$ cat config.mk
export PLATFORM = sky130hd
export DESIGN_NAME = instr_encode_loader
export DESIGN_NICKNAME = d
export VERILOG_FILES = /design/src/rtl/instr_encode_loader_pkg.sv /design/src/rtl/instr_word_pack.sv /design/src/rtl/instr_encode_loader.sv
export SDC_FILE = /design/constraint.sdc
export NUM_CORES = 1
export LEC_CHECK = 0
export BUFFER_PORTS_ARGS = -buffer_cell sky130_fd_sc_hd__buf_2
export CORE_ASPECT_RATIO = 1.5
export CORE_MARGIN = 4
export CORE_UTILIZATION = 45
export CTS_CLUSTER_DIAMETER = 40
export DETAILED_ROUTE_END_ITERATION = 6
export PLACE_DENSITY_LB_ADDON = 0.1
export SYNTH_ARGS = -nofsm -noshare
export SYNTH_HDL_FRONTEND = slang
export SYNTH_HIERARCHICAL = 1
export SYNTH_SLANG_ARGS = --single-unit
$ cat constraint.sdc
create_clock -name clk -period 1.56 [get_ports clk]
set_clock_uncertainty 0.05 [all_clocks]
set_input_delay 0.156 -clock clk [delete_from_list [all_inputs] [get_ports clk]]
set_output_delay 0.156 -clock clk [all_outputs]
set_load 0.03 [all_outputs]
$ cat src/rtl/instr_encode_loader_pkg.sv
// ============================================================================
// instr_encode_loader_pkg : opcodes, field positions, class and FSM encodings
// Revision: 1.0
// ============================================================================
`default_nettype none

package instr_encode_loader_pkg;

   typedef enum logic [2:0] {
      CLS_ALU_R  = 3'd0,
      CLS_ALU_I  = 3'd1,
      CLS_CMP_R  = 3'd2,
      CLS_CMP_I  = 3'd3,
      CLS_LOAD   = 3'd4,
      CLS_STORE  = 3'd5,
      CLS_BRANCH = 3'd6,
      CLS_JAL    = 3'd7
   } instr_class_e;

   typedef enum logic [2:0] {
      ST_IDLE  = 3'd0,
      ST_LOAD  = 3'd1,
      ST_FLUSH = 3'd2,
      ST_DONE  = 3'd3,
      ST_ERROR = 3'd4
   } load_state_e;

   localparam logic [3:0] OP_ALUR   = 4'b0000;
   localparam logic [3:0] OP_ALUI   = 4'b1000;
   localparam logic [3:0] OP_CMPR   = 4'b0010;
   localparam logic [3:0] OP_CMPI   = 4'b1010;
   localparam logic [3:0] OP_LOAD   = 4'b1001;
   localparam logic [3:0] OP_STORE  = 4'b0101;
   localparam logic [3:0] OP_BRANCH = 4'b0110;
   localparam logic [3:0] OP_JAL    = 4'b1011;

   // Register slots A/B/C hold rd/rs1/rs2, or rs1/rs2 for STORE and BRANCH.
   localparam int F_RA_LSB   = 28;
   localparam int F_RB_LSB   = 24;
   localparam int F_RC_LSB   = 20;
   localparam int F_IMM_LSB  = 8;
   localparam int F_FUNC_LSB = 4;
   localparam int F_OP_LSB   = 0;

endpackage

`default_nettype wire

$ cat src/rtl/instr_word_pack.sv
// ============================================================================
// instr_word_pack : combinational descriptor-to-instruction-word packer
// Revision: 1.0
// ============================================================================
`default_nettype none

module instr_word_pack
   import instr_encode_loader_pkg::*;
(
   input  logic [2:0]  class_i,
   input  logic [3:0]  func_i,
   input  logic [3:0]  rd_i,
   input  logic [3:0]  rs1_i,
   input  logic [3:0]  rs2_i,
   input  logic [15:0] imm_i,
   output logic [31:0] word_o
);

   always_comb begin
      word_o = '0;
      word_o[F_FUNC_LSB +: 4] = func_i;
      case (class_i)
         CLS_ALU_R, CLS_CMP_R: begin
            word_o[F_OP_LSB +: 4] = (class_i == CLS_ALU_R) ? OP_ALUR : OP_CMPR;
            word_o[F_RA_LSB +: 4] = rd_i;
            word_o[F_RB_LSB +: 4] = rs1_i;
            word_o[F_RC_LSB +: 4] = rs2_i;
         end
         CLS_STORE, CLS_BRANCH: begin
            word_o[F_OP_LSB +: 4]   = (class_i == CLS_STORE) ? OP_STORE : OP_BRANCH;
            word_o[F_RA_LSB +: 4]   = rs1_i;
            word_o[F_RB_LSB +: 4]   = rs2_i;
            word_o[F_IMM_LSB +: 16] = imm_i;
         end
         default: begin
            case (class_i)
               CLS_ALU_I: word_o[F_OP_LSB +: 4] = OP_ALUI;
               CLS_CMP_I: word_o[F_OP_LSB +: 4] = OP_CMPI;
               CLS_LOAD:  word_o[F_OP_LSB +: 4] = OP_LOAD;
               default:   word_o[F_OP_LSB +: 4] = OP_JAL;
            endcase
            word_o[F_RA_LSB +: 4]   = rd_i;
            word_o[F_RB_LSB +: 4]   = rs1_i;
            word_o[F_IMM_LSB +: 16] = imm_i;
         end
      endcase
   end

endmodule

`default_nettype wire

$ cat src/rtl/instr_encode_loader.sv
// ============================================================================
// instr_encode_loader : streams descriptors, packs them and writes imem
// Revision: 1.0
// ============================================================================
`default_nettype none

module instr_encode_loader
   import instr_encode_loader_pkg::*;
#(
   parameter int ADDR_W    = 10,
   parameter int BASE_ADDR = 0,
   parameter int DEPTH     = 1024
) (
   input  logic              clk,
   input  logic              reset_n,
   input  logic              start,
   input  logic              in_valid,
   output logic              in_ready,
   input  logic [2:0]        in_class,
   input  logic [3:0]        in_func,
   input  logic [3:0]        in_rd,
   input  logic [3:0]        in_rs1,
   input  logic [3:0]        in_rs2,
   input  logic [15:0]       in_imm,
   input  logic              in_last,
   output logic              imem_wr_en,
   output logic [ADDR_W-1:0] imem_addr,
   output logic [31:0]       imem_wr_data,
   output logic              cpu_hold,
   output logic [ADDR_W:0]   word_count,
   output logic              done,
   output logic              err
);

   localparam logic [ADDR_W:0]   C_DEPTH = (ADDR_W+1)'(DEPTH);
   localparam logic [ADDR_W-1:0] C_BASE  = ADDR_W'(BASE_ADDR);

   load_state_e       state_q, state_d;
   logic              wr_en_q, wr_en_d;
   logic [ADDR_W-1:0] addr_q, addr_d;
   logic [31:0]       data_q, data_d;
   logic [ADDR_W:0]   count_q, count_d;
   logic [31:0]       w_word;
   logic              w_full;

   instr_word_pack u_pack (
      .class_i (in_class),
      .func_i  (in_func),
      .rd_i    (in_rd),
      .rs1_i   (in_rs1),
      .rs2_i   (in_rs2),
      .imm_i   (in_imm),
      .word_o  (w_word)
   );

   // The count equals the pointer offset from BASE_ADDR, so it doubles as the overflow test.
   assign w_full = (count_q >= C_DEPTH);

   always_comb begin
      state_d = state_q;
      wr_en_d = 1'b0;
      addr_d  = addr_q;
      data_d  = data_q;
      count_d = count_q;
      case (state_q)
         ST_IDLE, ST_DONE, ST_ERROR: begin
            if (start) begin
               state_d = ST_LOAD;
               count_d = '0;
               addr_d  = C_BASE;
            end
         end
         ST_LOAD: begin
            if (in_valid) begin
               if (w_full) begin
                  state_d = ST_ERROR;
               end else begin
                  wr_en_d = 1'b1;
                  addr_d  = C_BASE + count_q[ADDR_W-1:0];
                  data_d  = w_word;
                  count_d = count_q + 1'b1;
                  if (in_last) state_d = ST_FLUSH;
               end
            end
         end
         ST_FLUSH: state_d = ST_DONE;
         default:  state_d = ST_IDLE;
      endcase
   end

   always_ff @(posedge clk or negedge reset_n) begin
      if (!reset_n) begin
         state_q <= ST_IDLE;
         wr_en_q <= 1'b0;
         addr_q  <= C_BASE;
         data_q  <= '0;
         count_q <= '0;
      end else begin
         state_q <= state_d;
         wr_en_q <= wr_en_d;
         addr_q  <= addr_d;
         data_q  <= data_d;
         count_q <= count_d;
      end
   end

   assign in_ready     = (state_q == ST_LOAD);
   assign cpu_hold     = (state_q == ST_LOAD) || (state_q == ST_FLUSH) || (state_q == ST_ERROR);
   assign done         = (state_q == ST_DONE);
   assign err          = (state_q == ST_ERROR);
   assign imem_wr_en   = wr_en_q;
   assign imem_addr    = addr_q;
   assign imem_wr_data = data_q;
   assign word_count   = count_q;

endmodule

`default_nettype wire

==> results by stage <==
Cells and area:
- The number of inserted filler cells in the final layout is 472.
- The library cells used most frequently in the layout, excluding fill and tap cells, are sky130_fd_sc_hd__buf_2, sky130_fd_sc_hd__dfrtp_1, sky130_fd_sc_hd__mux2_1.
- Compared with the post-synthesis result, the final layout area differs by 45.0%.
- At the end of the flow, the number of nets in the layout was 396.
- Leaving out filler cells and counting taps, the final layout contains 431.
- 0 antenna diodes ended up in the layout.
- The end-of-flow core utilization is 0.680.
- The ratio of cells with drive above 1 in the final layout is 0.526.
- The library cell used most frequently in the layout, excluding fill and tap cells, is sky130_fd_sc_hd__buf_2.

Synthesis:
- Synthesis inferred 57 register bits.
- In this run the mean area of a mapped cell was 12.5 um^2.
- The cell area that synthesis handed to floorplanning was 2780 um^2.
- The number of nets handed over by synthesis was 264.
- For this run, the leading register cell type out of synthesis is sky130_fd_sc_hd__dfrtp_1.
- The count of cell types in the netlist is 45.
- Of all flip-flops after synthesis, the portion carrying an async set or reset was 1.00.
- Synthesis handed over a netlist of 222 instances.
- The number of enable-type register cells in the synthesized netlist is 0.
- The sequential fraction of the synthesis area is 0.514.
- For this run, the number of Yosys warnings is 6.

Floorplanning:
- From bottom edge to top edge, the die measures 104 um.
- The I/O pin total is 98.
- For this configuration, the core starts out at a cell density of 0.469.
- The die outline width is slightly above 70 um.
- The floorplan has 34 rows.
- The floorplan step defined a die boundary enclosing between 7000 and 8000 um^2.
- The floorplan step defined a core boundary enclosing a little under 6000 um^2.

Pwr:
- The highest ir drop seen on vdd is 0.934 mV.
- For this design the static power due to leakage is approximately 2 nW.
- In this run the power density over the cells is 2060 nW/um^2.

Clock tree:
- The number of H-tree branching levels is 3.
- The tree is rooted in a sky130_fd_sc_hd__clkbuf_8.
- The insertion delay of the later-clocked pin in the worst-skew pair is ~0.34 ns.
- TritonCTS built the clock tree.
- The maximum count of clock buffers along a single path is 2.
- The number of clock sinks is between 50 and 60.
- The number of buffers inserted during clock tree synthesis is 9.
- After clock tree synthesis, the clock-pin slew on the worst setup and hold paths is about 0.07 ns.

STA:
- Subtracting the final worst setup slack from the clock period gives 1.69 ns.
- The final sum of negative setup slack is -4.50 ns.
- The final-report hold violation count came to 0.
- The max-slew violation count was 0.
- The setup-violating endpoint count in the final report is 51.
- For the pin with the worst max-slew slack, the measured transition is 0.394 ns.
- Setup repair after global routing could not meet its margin everywhere.
- The achievable clock frequency is 592 MHz.
- In this run the tightest slew margin relative to its limit is 0.737.
- Of the available clock period, the critical path in the final layout requires 1.08.
- The final setup slack of the worst path is -0.129 ns.

Drt:
- The via density per instance is 5.33.
- The number of design-rule violations left by the first detailed-router iteration is 61.
- For this run, the detailed router's first-pass iteration total came to 4.
- The via count is about 2300.
- The number of design rule violations left after detail routing is 0.
- Dividing the detail-routed wire length by the instance count gives 16.5 um.
- In this run the remaining antenna-violating nets after routing total 0.
- For this block, the routed nets add up to 7120 um of wire.

Setup path:
- In this design, the largest share of critical-path delay is due to simple AND/OR/NAND/NOR gates.
- The biggest cell delay along the critical path is 0.43 ns.
- The highest net fanout along the worst path is 24.
- The worst path buffer plus inverter count is 1.
- The worst path arrival time is 1.85 ns.
- The critical path data required time is 1.72 ns.
- The critical-path cell with the highest stage delay is sky130_fd_sc_hd__or3b_4.
- The kind of start point of the critical path is a flip-flop.
- By startpoint and endpoint, the worst setup path is classified as flip-flop to flip-flop.
- STA classifies the critical path endpoint as a flip-flop.
- The critical path goes through or3b_4, nor2_4, buf_12, mux2_1.

Global route:
- The first-pass GRT wire length is approximately 12000 um.
- The via count of the first global-routing pass is between 2000 and 2500.
- Entering global routing, the biggest net connects 25 pins.
- The aggregate global routing overflow is 0.
- In the global route stage, overall resource usage came out at 0.202.
- The initial antenna violation count was 0.

Placement:
- The quantity of I/O buffers inserted on ports is 97.
- The routability-driven placement congestion ratio is between 0.7 and 0.8.
- The HPWL reported at the end of detailed placement is around 5300 um.
- The cell count after placement is 405.

Worst hold path:
- The worst hold path class is input port to flip-flop.

Job:
- The tool flagged a number of max-cap violations equal to 0.

Status:
- The final reports fail on negative setup slack.
- The flow ran to the end, but the final reports show violations.
## layout make-up
| class | instances | area (um^2) | share of cell area |
|---|---|---|---|
| Multi-Input combinational cell | 141 | 1340 | 0.333 |
| Sequential cell | 57 | 1430 | 0.356 |
| Clock inverter | 6 | 67.6 | 0.0168 |
| Clock buffer | 10 | 138 | 0.0342 |
| Tap cell | 72 | 90.1 | 0.0224 |
| Inverter | 8 | 32.5 | 0.00809 |
| Timing Repair Buffer | 137 | 923 | 0.230 |
## kinds of logic after synthesis
logic type                 synth area share
muxes                                 0.186
buffers and inverters                0.0460
adders and majority gates           0.00902
AOI/OAI and AO/OA                     0.100
and+or+nand+nor                       0.135
DFF                                   0.514
xor gates and xnor gates            0.00947
## per-layer routing
metal,wire length [um],up-vias,GRT usage
li1,-,1074,-
met1,2680,1132,0.233
met2,3850,80,0.343
met3,463,10,0.0513
met4,130,0,0.0914
met5,0,-,0
## power breakdown
| group | total, mW | internal, mW | switching [mW] |
|---|---|---|---|
| Clock | 1.39 | 0.782 | 0.610 |
| Sequential | 2.48 | 2.11 | 0.374 |
| Combinational | 4.42 | 1.76 | 2.66 |
| Total | 8.29 | 4.65 | 3.64 |
## synthesized netlist by cell type (all sizes together), types with 2 or more instances
master / instances / share of area
nand4b: 3 / 0.0095
dfrtp: 57 / 0.51
nand2: 3 / 0.0041
o211ai: 3 / 0.0099
nor2b: 6 / 0.014
nor4: 5 / 0.011
inv: 8 / 0.011
and2b: 8 / 0.022
nor2: 5 / 0.0095
a211o: 4 / 0.013
a22o: 10 / 0.032
o211a: 3 / 0.011
a31oi: 2 / 0.0045
a21oi: 2 / 0.0036
mux2: 45 / 0.18
or3: 2 / 0.0045
xnor2: 2 / 0.0063
and3: 2 / 0.0045
nor3b: 3 / 0.0081
nand4: 4 / 0.0090
buf: 11 / 0.028
o21ai: 5 / 0.0090
clkbuf: 5 / 0.0068
ha: 2 / 0.0090
nand3: 6 / 0.011
or3b: 5 / 0.017
## worst reg2reg max path, delay by kind of cell, from the launching register on
| family | cells | cell delay (ns) |
|---|---|---|
| and+or+nand+nor | 2 | 0.58 |
| buffers and inverters | 1 | 0.20 |
| muxes | 1 | 0.34 |
| DFF | 1 | 0.40 |
## worst paths after layout
check                            startpoint               end  slack [ns]  cells past startpoint
max reg2reg                      state_q[2]   imem_wr_data[4]       -0.13                      4
max                              state_q[2]   imem_wr_data[4]       -0.13                      4
max in group asynchronous           reset_n    word_count[10]        0.79                      3
min                                   start        state_q[1]        0.04                      2
min in group asynchronous           reset_n  imem_wr_data[19]        0.19                      2
min reg2reg                imem_wr_data[11]  imem_wr_data[11]        0.43                      1
## timing repair
| item | in CTS | in global routing |
|---|---|---|
| setup endpoints to repair | 55 | 57 |
| gates resized for setup | 25 | 12 |
| pin swaps | 3 | 4 |
| endpoints found under the hold margin | 61 | 0 |
| hold buffers | 5 | 0 |
| setup buffers | 3 | 2 |
## sequential cells by signal (all words and copies together) (netlist names)
name and flops:
state_q 3, imem_addr 10, word_count 11, imem_wr_data 32, imem_wr_en 1
## stage by stage
step	worst slack, ns	hold WS, ns	power, mW	instance area [um^2]
final	-0.129	0.0446	8.29	4020
after floorplan	-0.0801	-0.190	5.14	2820
after global routing	-0.206	0.0471	8.78	4020
after CTS	-0.138	0.0204	8.24	3970
after detailed placement	-0.154	0.0231	6.54	3570
after global placement	-0.112	0.0134	6.46	3570
(Power assumes the default switching activity.)
